<file path="src/rtl/pipe_stage_elastic.sv">
// Elastic pipeline register between stages: valid/ready handshake, optional
// 2-entry skid buffer, synchronous flush with bubble injection, stall counter.
module pipe_stage_elastic #(
  parameter int                 DATA_W      = 96,
  parameter int                 CTRL_W      = 10,
  parameter logic [CTRL_W-1:0]  BUBBLE_CTRL = '0,
  parameter bit                 SKID        = 1'b1,
  parameter int                 CNT_W       = 16
) (
  input  logic              clk,
  input  logic              rst,
  input  logic              in_valid,
  output logic              in_ready,
  input  logic [CTRL_W-1:0] in_ctrl,
  input  logic [DATA_W-1:0] in_data,
  input  logic              flush,
  output logic              out_valid,
  input  logic              out_ready,
  output logic [CTRL_W-1:0] out_ctrl,
  output logic [DATA_W-1:0] out_data,
  output logic [CNT_W-1:0]  stall_cnt
);

  typedef enum logic [1:0] {
    ST_EMPTY = 2'd0,
    ST_FULL  = 2'd1,
    ST_SKID  = 2'd2
  } state_t;

  state_t            state;
  logic              outValidQ;
  logic              inReadyQ;
  logic [CTRL_W-1:0] mCtrl;
  logic [DATA_W-1:0] mData;
  logic [CTRL_W-1:0] sCtrl;
  logic [DATA_W-1:0] sData;
  logic [CNT_W-1:0]  stallCnt;
  logic              inXfer;

  // Without a skid entry the stage can only accept when it is empty or draining.
  assign in_ready  = SKID ? inReadyQ : (~outValidQ | out_ready);
  assign inXfer    = in_valid & in_ready;
  assign out_valid = outValidQ;
  assign out_ctrl  = mCtrl;
  assign out_data  = mData;
  assign stall_cnt = stallCnt;

  // mCtrl is rewritten to BUBBLE_CTRL on every transition to empty, so the
  // control output is inert without a mux after the flop; mData simply holds.
  always_ff @(posedge clk or posedge rst) begin
    // NOTE: sequential state uses non-blocking assignments so every flop
    // samples the pre-edge values regardless of statement order.
    if (rst) begin
      state     <= ST_EMPTY;
      outValidQ <= 1'b0;
      inReadyQ  <= 1'b1;
      mCtrl     <= BUBBLE_CTRL;
      mData     <= '0;
      sCtrl     <= BUBBLE_CTRL;
      sData     <= '0;
    end else if (flush) begin
      state     <= ST_EMPTY;
      outValidQ <= 1'b0;
      inReadyQ  <= 1'b1;
      mCtrl     <= BUBBLE_CTRL;
    end else begin
      case (state)
        ST_EMPTY: begin
          if (inXfer) begin
            state     <= ST_FULL;
            outValidQ <= 1'b1;
            mCtrl     <= in_ctrl;
            mData     <= in_data;
          end
        end
        ST_FULL: begin
          if (inXfer && out_ready) begin
            mCtrl <= in_ctrl;
            mData <= in_data;
          end else if (inXfer && SKID) begin
            state    <= ST_SKID;
            inReadyQ <= 1'b0;
            sCtrl    <= in_ctrl;
            sData    <= in_data;
          end else if (out_ready) begin
            state     <= ST_EMPTY;
            outValidQ <= 1'b0;
            mCtrl     <= BUBBLE_CTRL;
          end
        end
        ST_SKID: begin
          if (out_ready) begin
            state    <= ST_FULL;
            inReadyQ <= 1'b1;
            mCtrl    <= sCtrl;
            mData    <= sData;
          end
        end
        default: begin
          state     <= ST_EMPTY;
          outValidQ <= 1'b0;
          inReadyQ  <= 1'b1;
          mCtrl     <= BUBBLE_CTRL;
        end
      endcase
    end
  end

  // Stall counter survives flush; only reset clears it.
  always_ff @(posedge clk or posedge rst) begin
    if (rst) begin
      stallCnt <= '0;
    end else if (outValidQ && !out_ready && (stallCnt != '1)) begin
      stallCnt <= stallCnt + CNT_W'(1);
    end
  end

endmodule

</file>
<file path="config.mk">
export PLATFORM = sky130hd
export DESIGN_NAME = pipe_stage_elastic
export DESIGN_NICKNAME = d
export VERILOG_FILES = /design/src/rtl/pipe_stage_elastic.sv
export SDC_FILE = /design/constraint.sdc
export NUM_CORES = 1
export LEC_CHECK = 0
export ABC_AREA = 1
export BUFFER_PORTS_ARGS = -buffer_cell sky130_fd_sc_hd__buf_2
export CORE_UTILIZATION = 59
export CTS_CLUSTER_DIAMETER = 50
export DETAILED_ROUTE_END_ITERATION = 8
export GPL_TIMING_DRIVEN = 1
export PLACE_DENSITY = 0.86
export SETUP_SLACK_MARGIN = 0.3
export SLEW_MARGIN = 0
export SYNTH_ARGS = -nofsm -noshare
export SYNTH_HDL_FRONTEND = slang
export SYNTH_SLANG_ARGS = --single-unit
</file>
<file path="constraint.sdc">
create_clock -name clk -period 18.1 [get_ports clk]
set_clock_uncertainty 0.15 [all_clocks]
set_input_delay 0.905 -clock clk [delete_from_list [all_inputs] [get_ports clk]]
set_output_delay 0.905 -clock clk [all_outputs]
set_load 0.01 [all_outputs]
</file>
==> key figures <==
Run status
  – Outcome: finished clean

Timing
  – Fin crit share: 20.4%
  – RSZ-0062 raised after global routing: no
  – Setup TNS: 0 ns
  – Setup Viol. Count Final: 0
  – Fin. max-slew vios: 0
  – Slew headroom: 27.2%
  – Max Freq: 270 MHz
  – Post-layout minimum cycle time: 3.70 ns
  – Final Hold Fails: 0
  – Slew @ Worst Pin: 1.09 ns

Clock network
  – Hold buffers post-CTS: 0
  – Postcts setup bufs: 0
  – Clk_lat worst skew: 0.52 ns
  – Clk buf depth: 3
  – CTS buffer count: 26
  – Clock sink count: 232
  – Root Buffer: clkbuf_16
  – CTS tree: built
  – CTS clk-pin slew, worst paths: 0.06 ns
  – PostCTS Resize Cnt: 0
  – H-tree levels: 1

Drt
  – Post-Route WL: 25600 um
  – Initial DRC Count: 727
  – Vias per cell: 5.31
  – First-pass DRT Iterations: 5
  – Drt wl/cell: 14.5 um
  – Via count of the routed design: 9346
  – Post-route ant nets: 0
  – Drc violations: 0

Synth
  – YS warnings: 0
  – Synth Flop Type: dfrtp_1
  – Synth cell types: 26
  – Cell area after synthesis: 0.0105 mm^2
  – Leading area contributor after synthesis: dfrtp_1
  – Synth Register Bits: 232
  – Post-Syn Area per Cell: 7.93 um^2
  – Syn nets: 1436
  – Syn Inst Count: 1324
  – Post-synth top area share: 55.1%
  – EDFF count, synth: 0
  – Register area share after synthesis: 55.3%
  – FFs w/ async S/R, synth: 100%
  – Synth top area cells: dfrtp_1 (55%), nand2_1 (16%), o21ai_0 (11%)

Global routing
  – Gr ovfl total: 0
  – Initial antenna violation count: 5
  – GRT Total Usage: 28.2%
  – Vias in the first global route: 8763
  – First-pass GRT wire length: 41400 um
  – Largest net degree at the start of global routing: 150

Setup path
  – Worst Path Max Fanout: 97
  – Crit path kind: flop to flop
  – Endpoint of the lowest-slack register-to-register path: out_data[76]
  – CP startpoint: in_ready
  – Req. time, crit path: 18.41 ns
  – Worst Setup End Kind: flop
  – FF-to-FF path depth: 7
  – Reg-to-reg critical path startpoint: in_ready
  – Critical Path Sink: out_data[76]
  – Critical Path Start Type: flop
  – Flop2flop setup slack: 14.40 ns
  – Crit path DAT: 4.00 ns

Placed design
  – GPL Wtd Cong: 0.899
  – Number of instances in the placed design: 1712
  – HPWL after DPL: 15900 um
  – PortBufs: 234
  – Post-DP Area: 0.0117 mm^2

Layout
  – Commonest cells after routing, fill and taps aside: nand2_1 (461), buf_2 (234), dfrtp_1 (231)
  – Cell Count, Final, Fillers Out: 1760
  – Area Growth Syn to Fin: 19.5%
  – Design Area, Final: 0.0125 mm^2
  – Share of layout cells above drive strength 1: 19.3%
  – Nets@finish: 1627
  – Filler instances: 1307
  – Commonest non-fill, non-tap cell in the layout: nand2_1

Floorplan
  – Floorplan row count: 48
  – Initial Utilization: 60.5%
  – Die Y: 135 um
  – Die width: 135 um
  – Num ports: 235
  – Die area: 0.0183 mm^2
  – Core Area: 0.0174 mm^2

Worst hold path
  – Min-delay worst type: flop to flop

Power
  – Int Pwr: 1.28 mW
  – NetSw: 0.693 mW
  – Combinational group share of total power: 29.0%
  – P_leak: 6.79 nW
  – Switch share: 35.1%
  – Max rail drop VDD: 0.000100 V
  – Sequential share of power: 44.2%
  – Clock Power Share: 26.7%
  – Power per Cell Area: 157 mW/mm^2

Run
  – Max Cap Viol: 0
## layer usage
| metal | up-vias | share of wire (%) | track usage, % |
|---|---|---|---|
| li1 | 4553 | - | - |
| met1 | 4367 | 41 | 37.0 |
| met2 | 347 | 48 | 45.3 |
| met3 | 79 | 6.8 | 5.87 |
| met4 | 0 | 4.0 | 12.6 |
| met5 | - | 0 | 0 |
## worst max-delay path, stage by stage (launching register included)
cell and delay (ns):
dfstp_2 0.53, nand2_1 0.13, o21ai_1 0.25, nand2_4 0.57, nor2_4 1.07, buf_4 0.63, nand2_1 0.15, nand2_1 0.11
## cell usage after synthesis, types with 7 or more instances
cell and instances:
nand2_1 461, dfrtp_1 231, o21ai_0 228, inv_1 117
nor2_1 77, a21oi_1 54, o21ai_1 42, clkbuf_1 41
buf_2 16, buf_4 10, buf_1 9, nand3_1 9
xnor2_1 7
## state kept, by name (all words and copies together), names as in the netlist
| name | cells |
|---|---|
| stall_cnt | 16 |
| out_ctrl | 10 |
| state | 2 |
| sData | 96 |
| out_data | 96 |
| out_valid | 1 |
| in_ready | 1 |
| sCtrl | 10 |
## per-stage QoR
step	utilization (%)	hold slack [ns]	setup slack, ns	total power, mW
floorplan	-	0.303	10.69	1.22
global placement	67.2	0.309	14.05	1.41
global route	72.2	0.351	14.17	2.10
finish	72.2	0.322	14.40	1.97
CTS	72.2	0.328	14.38	1.98
detailed placement	67.2	0.311	13.98	1.45
## worst min-delay path by stage
| stage | from | to | cells past startpoint |
|---|---|---|---|
| 3_3_place_gp | out_ctrl[2] | out_ctrl[2] | 2 |
| 6_report | out_data[94] | out_data[94] | 2 |
| 4_1_cts | out_data[16] | out_data[16] | 2 |
| 2_1_floorplan | sCtrl[0] | sCtrl[0] | 2 |
| 5_1_grt | out_data[19] | out_data[19] | 2 |
| 3_5_place_dp | out_ctrl[4] | out_ctrl[4] | 2 |
## final cells by class
cell class                      instances  area (um^2)  share of cell area, %
Sequential cell                       232         5810                   46.3
Inverter                              121          462                   3.68
Antenna cell                            5         12.5                 0.0998
Clock buffer                           33          748                   5.97
Clock inverter                         10          115                  0.918
Multi-Input combinational cell        894         3900                   31.1
Tap cell                              225          282                   2.25
Timing Repair Buffer                  240         1220                   9.70
## cells by family (layout without fill, tap and decap cells)
family | count (synthesis) | after routing | synth area share (%)
xor+xnor | 7 | 7 | 0.584
buf+inv | 198 | 404 | 7.70
fa+ha+maj | 1 | 1 | 0.119
simple gates | 559 | 559 | 20.5
compound gates | 327 | 327 | 15.8
flops | 232 | 232 | 55.3
other cells | 0 | 5 | 0
## power by group through the flow
stage	sequential, mW	clock [mW]	combinational, mW
2_1_floorplan	0.911	0	0.308
3_3_place_gp	0.866	0	0.546
6_report	0.873	0.527	0.573
3_5_place_dp	0.876	0	0.572
4_1_cts	0.872	0.533	0.577
5_1_grt	0.899	0.556	0.649
(Power assumes the default switching activity.)
